==> config.mk <==
export PLATFORM = sky130hd
export DESIGN_NAME = fpu_ss_csr_sequencer
export DESIGN_NICKNAME = d
export VERILOG_FILES = /design/src/rtl/fpu_ss_pkg.sv /design/src/rtl/fpu_ss_fifo.sv /design/src/rtl/fpu_ss_csr_sequencer.sv
export SDC_FILE = /design/constraint.sdc
export NUM_CORES = 1
export LEC_CHECK = 0
export BUFFER_PORTS_ARGS = -buffer_cell sky130_fd_sc_hd__buf_2
export CORE_AREA = 4 4 126 128
export CTS_CLUSTER_DIAMETER = 150
export DETAILED_ROUTE_END_ITERATION = 8
export DIE_AREA = 0 0 130 132
export PLACE_DENSITY = 0.78
export SLEW_MARGIN = 20
export SYNTH_ARGS = -nofsm -noshare
export SYNTH_HDL_FRONTEND = slang
export SYNTH_SLANG_ARGS = --single-unit
==> constraint.sdc <==
create_clock -name clk_i -period 5.02 [get_ports clk_i]
set_clock_uncertainty 0.05 [all_clocks]
set_input_delay 0.251 -clock clk_i [delete_from_list [all_inputs] [get_ports clk_i]]
set_output_delay 0.251 -clock clk_i [all_outputs]
set_load 0.02 [all_outputs]
==> src/rtl/fpu_ss_pkg.sv <==
// rtl/fpu_ss_pkg.sv - shared state, entry types and defaults for the FPU CSR sequencer
package fpu_ss_pkg;

  localparam int unsigned FPU_SS_DEPTH    = 2;
  localparam int unsigned FPU_SS_ID_WIDTH = 4;

  typedef enum logic [1:0] {
    ST_IDLE,
    ST_DRAIN,
    ST_ISSUE,
    ST_RESP
  } seq_state_e;

  // Id-independent part of a queued entry; the id is appended in the top because its width is a parameter.
  typedef struct packed {
    logic [31:0] instr;
    logic [31:0] rs1;
    logic [4:0]  rd;
  } csr_entry_t;

endpackage

==> src/rtl/fpu_ss_fifo.sv <==
// rtl/fpu_ss_fifo.sv - generic FIFO with wrap-around pointers and occupancy counter
module fpu_ss_fifo #(
  parameter int unsigned DEPTH = 2,
  parameter int unsigned WIDTH = 8
) (
  input  logic             clk_i,
  input  logic             rst_ni,
  input  logic             push_i,
  input  logic [WIDTH-1:0] data_i,
  input  logic             pop_i,
  output logic [WIDTH-1:0] data_o,
  output logic             full_o,
  output logic             empty_o
);

  localparam int unsigned PTR_W = (DEPTH > 1) ? $clog2(DEPTH) : 1;
  localparam int unsigned CNT_W = $clog2(DEPTH + 1);

  logic [WIDTH-1:0] r_mem [DEPTH];
  logic [PTR_W-1:0] r_wr_ptr;
  logic [PTR_W-1:0] r_rd_ptr;
  logic [CNT_W-1:0] r_count;
  logic             w_push;
  logic             w_pop;

  function automatic logic [PTR_W-1:0] next_ptr(input logic [PTR_W-1:0] p);
    return (p == PTR_W'(DEPTH - 1)) ? '0 : p + PTR_W'(1);
  endfunction

  assign full_o  = (r_count == CNT_W'(DEPTH));
  assign empty_o = (r_count == '0);
  assign w_push  = push_i && !full_o;
  assign w_pop   = pop_i && !empty_o;
  assign data_o  = r_mem[r_rd_ptr];

  always_ff @(posedge clk_i) begin
    if (w_push) r_mem[r_wr_ptr] <= data_i;
  end

  always_ff @(posedge clk_i or negedge rst_ni) begin
    if (!rst_ni) begin
      r_wr_ptr <= '0;
      r_rd_ptr <= '0;
      r_count  <= '0;
    end else begin
      if (w_push) r_wr_ptr <= next_ptr(r_wr_ptr);
      if (w_pop)  r_rd_ptr <= next_ptr(r_rd_ptr);
      if (w_push && !w_pop)      r_count <= r_count + CNT_W'(1);
      else if (!w_push && w_pop) r_count <= r_count - CNT_W'(1);
    end
  end

endmodule

==> src/rtl/fpu_ss_csr_sequencer.sv <==
// rtl/fpu_ss_csr_sequencer.sv - queues CSR instructions and issues them one at a time to fpu_ss_csr
// Define FPU_SS_CSR_DRAIN_EN to hold issue until the FPU pipeline reports idle.
module fpu_ss_csr_sequencer
  import fpu_ss_pkg::*;
#(
  parameter int unsigned DEPTH    = FPU_SS_DEPTH,
  parameter int unsigned ID_WIDTH = FPU_SS_ID_WIDTH
) (
  input  logic                clk_i,
  input  logic                rst_ni,
  input  logic                in_valid_i,
  output logic                in_ready_o,
  input  logic [31:0]         in_instr_i,
  input  logic [31:0]         in_rs1_i,
  input  logic [ID_WIDTH-1:0] in_id_i,
  input  logic [4:0]          in_rd_i,
  input  logic                fpu_busy_i,
  output logic [31:0]         csr_instr_o,
  output logic [31:0]         csr_data_o,
  input  logic [31:0]         csr_rdata_i,
  input  logic                csr_wb_i,
  input  logic                csr_instr_i,
  output logic                res_valid_o,
  input  logic                res_ready_i,
  output logic [ID_WIDTH-1:0] res_id_o,
  output logic [4:0]          res_rd_o,
  output logic [31:0]         res_data_o,
  output logic                res_we_o,
  output logic                res_illegal_o
);

  localparam int unsigned ENTRY_W = $bits(csr_entry_t) + ID_WIDTH;

  seq_state_e          r_state;
  seq_state_e          w_state_next;
  logic                w_issue;
  logic                w_full;
  logic                w_empty;
  csr_entry_t          w_in_entry;
  csr_entry_t          w_head_entry;
  logic [ID_WIDTH-1:0] w_head_id;
  logic [ENTRY_W-1:0]  w_fifo_wdata;
  logic [ENTRY_W-1:0]  w_fifo_rdata;

  assign w_in_entry   = '{instr: in_instr_i, rs1: in_rs1_i, rd: in_rd_i};
  assign w_fifo_wdata = {w_in_entry, in_id_i};
  assign {w_head_entry, w_head_id} = w_fifo_rdata;
  assign in_ready_o   = !w_full;

  fpu_ss_fifo #(
    .DEPTH (DEPTH),
    .WIDTH (ENTRY_W)
  ) u_fifo (
    .clk_i   (clk_i),
    .rst_ni  (rst_ni),
    .push_i  (in_valid_i),
    .data_i  (w_fifo_wdata),
    .pop_i   (w_issue),
    .data_o  (w_fifo_rdata),
    .full_o  (w_full),
    .empty_o (w_empty)
  );

`ifndef FPU_SS_CSR_DRAIN_EN
  logic w_unused_busy;
  assign w_unused_busy = fpu_busy_i;
`endif

  always_ff @(posedge clk_i or negedge rst_ni) begin
    if (!rst_ni) r_state <= ST_IDLE;
    else         r_state <= w_state_next;
  end

  always_comb begin
    w_state_next = r_state;
    w_issue      = 1'b0;
    case (r_state)
      ST_IDLE: begin
        if (!w_empty) begin
`ifdef FPU_SS_CSR_DRAIN_EN
          w_state_next = fpu_busy_i ? ST_DRAIN : ST_ISSUE;
`else
          w_state_next = ST_ISSUE;
`endif
        end
      end
`ifdef FPU_SS_CSR_DRAIN_EN
      ST_DRAIN: begin
        if (!fpu_busy_i) w_state_next = ST_ISSUE;
      end
`endif
      ST_ISSUE: begin
        w_issue      = 1'b1;
        w_state_next = ST_RESP;
      end
      ST_RESP: begin
        if (res_ready_i) w_state_next = ST_IDLE;
      end
      default: w_state_next = ST_IDLE;
    endcase
  end

  // Zero outside ISSUE is a non-CSR encoding, so the CSR block never commits stray writes.
  assign csr_instr_o = w_issue ? w_head_entry.instr : '0;
  assign csr_data_o  = w_issue ? w_head_entry.rs1   : '0;
  assign res_valid_o = (r_state == ST_RESP);

  always_ff @(posedge clk_i or negedge rst_ni) begin
    if (!rst_ni) begin
      res_id_o      <= '0;
      res_rd_o      <= '0;
      res_data_o    <= '0;
      res_we_o      <= 1'b0;
      res_illegal_o <= 1'b0;
    end else if (w_issue) begin
      res_id_o      <= w_head_id;
      res_rd_o      <= w_head_entry.rd;
      res_data_o    <= csr_rdata_i;
      res_we_o      <= csr_wb_i && (w_head_entry.rd != 5'd0);
      res_illegal_o <= !csr_instr_i;
    end
  end

endmodule

==> impl_metrics.yaml <==
finish:
  finalCoreUtilization_pct: 68.9
  area_growth_pct: 38.3
  multi_input_area_um2: 1620
  nFillCells: 1005
  fin_cells: 1025
  layout-drive-gt1-share_pct: 30.6
  seqCellArea_um2: 5610
  num-nets-final: 936
sta:
  hold_viol_final: 0
  slew_violations: 0
  fin_ws_ps: 2130
  post-route-period-util_pct: 57.5
  period_needed_ps: 2890
  max_freq_mhz: 346
  fin_setup_tns_ps: 0
  tightestPinTransition_ps: 1060
  setup_violations: 0
  rsz0062_at_grt: "false"
  slew_headroom_pct: 29.5
cts:
  root_buffer: "clkbuf_16"
  cts_buffers: 17
  clk_path_buf_depth: 2
  clock-sinks: 195
  cts_tree: "yes"
  post_cts_buffers: 0
  htree_num_levels: 4
  cts.clk_slew.worst_paths_ps: 60
  insertion_delay_ps: 410
global_routing:
  antenna_found_initial: 1
  grt_first_pass_wirelength_um: 26000
  grtUsageTotal_pct: 19.4
  use_met3_pct: 5.75
  grt_start_max_net_pins: 79
  grt_remaining_overflow: 0
  top_usage_layer: "met2"
  grt_pass1_vias: 5331
  met2_usage_pct: 33.8
  use_met1_pct: 22.7
logic_synthesis:
  postSynthAreaPerCell_um2: 14.8
  yosys.area_share.simple_pct: 9.71
  yosysWarnings: 0
  synth_cell_type_count: 25
  synth_xor_area_share_pct: 0.591
  yosys-top-cells-count: "146 x edfxtp_1, 109 x nand2_1, 73 x mux2i_1"
  synth_cells: 501
  synth_edf_count: 146
  ys_ff_latch: 195
  synthAdderAreaFrac_pct: 0.169
  synth_top_cell_by_area: "edfxtp_1"
  synth.most_common_cell: "edfxtp_1"
  synth_top_area_share_pct: 59.2
  synth.area.mux_share_pct: 9.86
  synth_top_family_by_area: "multiplexers"
  synth_area_um2: 7410
  synthTopCellsByArea: "edfxtp_1 59%, dfrtp_1 17%, mux2i_1 9.9%"
  async_reset_ff_share_pct: 25.1
  synth-compound-area-share_pct: 1.13
  synthFlopType: "edfxtp_1"
  yosysSeqAreaShare_pct: 75.7
  synth_nets: 614
route:
  wl_um: 16600
  drt.antenna.violating_nets: 0
  first_pass_iters: 4
  drtIter0Drc: 236
  wl_per_cell_um: 16.2
  vias_per_cell: 4.95
  route.vias.total: 5076
  drcViolationCount: 0
hold_path:
  whs_path_depth: 3
  hold_start: "csr_wb_i"
  worstHoldPathType: "in2reg"
  whs_endpoint: "res_we_o"
floorplanning:
  core_region_area_um2: 14900
  fp.dieW_um: 130
  die_h_um: 132
  initial_core_util_pct: 49.8
  rows: 45
  ios: 221
  dieArea_um2: 17200
placed_design:
  portBuffers: 219
  place_congestion: 0.784
  dp_slack_ps: 2500
  place_inst: 885
  hpwl_um: 9440
job:
  cap_violations: 0
run_status:
  status: "finished clean"
setup_path:
  worstPathRequired_ps: 4720
  r2r_end: "u_fifo.r_count[1]"
  criticalPathCategory: "reg2out"
  cp-end-kind: "output port"
  rr_worst_depth: 6
  worst_ep_arrival_time_ps: 2590
  worstSetupStartpointType: "flop"
  r2r-start: "r_state[1]"
  path_max_fanout: 51
  reg2reg_slack_ps: 2900
power_and_ir_drop:
  p_total_mw: 6.07
  cellPowerDensity_nw_per_um2: 592
  ir_drop_mv: 0.322
  p_leak_nw: 4.61
-- flip-flops by register name (all words and copies together), names as in the netlist --
signal	cells
res_rd_o	5
r_state	2
u_fifo.r_mem	146
u_fifo.r_count	2
res_illegal_o	1
res_data_o	32
res_we_o	1
res_id_o	4
u_fifo.r_wr_ptr	1
u_fifo.r_rd_ptr	1
-- cell type report --
| type | instances | area share (%) |
|---|---|---|
| Clock buffer | 24 | 5.02 |
| Sequential cell | 195 | 54.8 |
| Tap cell | 188 | 2.30 |
| Multi-Input combinational cell | 279 | 15.8 |
| Antenna cell | 1 | 0.0244 |
| Inverter | 1 | 0.0366 |
| Clock inverter | 8 | 0.623 |
| Timing Repair Buffer | 329 | 21.4 |
-- metal layers --
layer	share of wire (%)	up-vias
li1	-	2399
met1	39	2435
met3	8.7	20
met4	1.5	0
met5	0	-
met2	51	222
-- cells by family after synthesis --
kind of cell             after synthesis
flip-flops                           195
AND/OR/NAND/NOR                      185
multiplexers                          73
buffers and inverters                 27
AO/OA/AOI/OAI                         15
XOR/XNOR                               5
adder cells (fa/ha/maj)                1
-- per-stage QoR --
stage	hold WS [ps]	instance area, um^2
final	38.8	10200
after global routing	29.4	10200
after CTS	17.7	10200
after detailed placement	392	8580
after global placement	388	8580
after floorplan	-94.6	7410
-- where the power goes --
part           internal, mW  switching [mW]  total, mW
Clock                 0.728           0.570       1.30
Combinational         0.780            1.44       2.22
Sequential             2.27           0.280       2.55
-- placed cells by master, fill, tap and decap left out, drive strengths merged --
cell type	n
a21boi	1
and2	1
and3	1
buf	222
clkbuf	24
clkinv	4
dfrtp	49
diode	1
dlygate4sd3	107
edfxtp	146
ha	1
inv	5
mux2i	73
nand2	109
nand2b	2
nor2	67
nor2b	1
nor3	1
nor3b	1
nor4	1
nor4b	1
o21ai	12
o21bai	1
o22a	1
xnor2	3
xor2	2
-- critical path, cell delays in order (launching register included) --
cell and delay (ps):
dfrtp_4 970, buf_4 560, mux2i_1 280, nor2_1 80, buf_2 210
-- worst max path at each step --
| stage | from | end | slack [ps] | depth (start not counted) |
|---|---|---|---|---|
| 3_5_place_dp | r_state[1] | u_fifo.r_count[1] | 2500 | 6 |
| 3_3_place_gp | u_fifo.r_rd_ptr | csr_data_o[29] | 2620 | 4 |
| 5_1_grt | u_fifo.r_rd_ptr | csr_instr_o[21] | 2010 | 4 |
| 2_1_floorplan | u_fifo.r_count[0] | u_fifo.r_mem[0][0] | 590 | 3 |
| 6_report | u_fifo.r_rd_ptr | csr_instr_o[21] | 2130 | 4 |
| 4_1_cts | u_fifo.r_rd_ptr | csr_data_o[29] | 2140 | 4 |
-- repair_timing --
action	4_1_cts	5_1_grt
hold buffers	107	0
endpoints found under the hold margin	193	0
gates resized for setup	0	0
No activity file was read; power rests on OpenSTA's default activity.
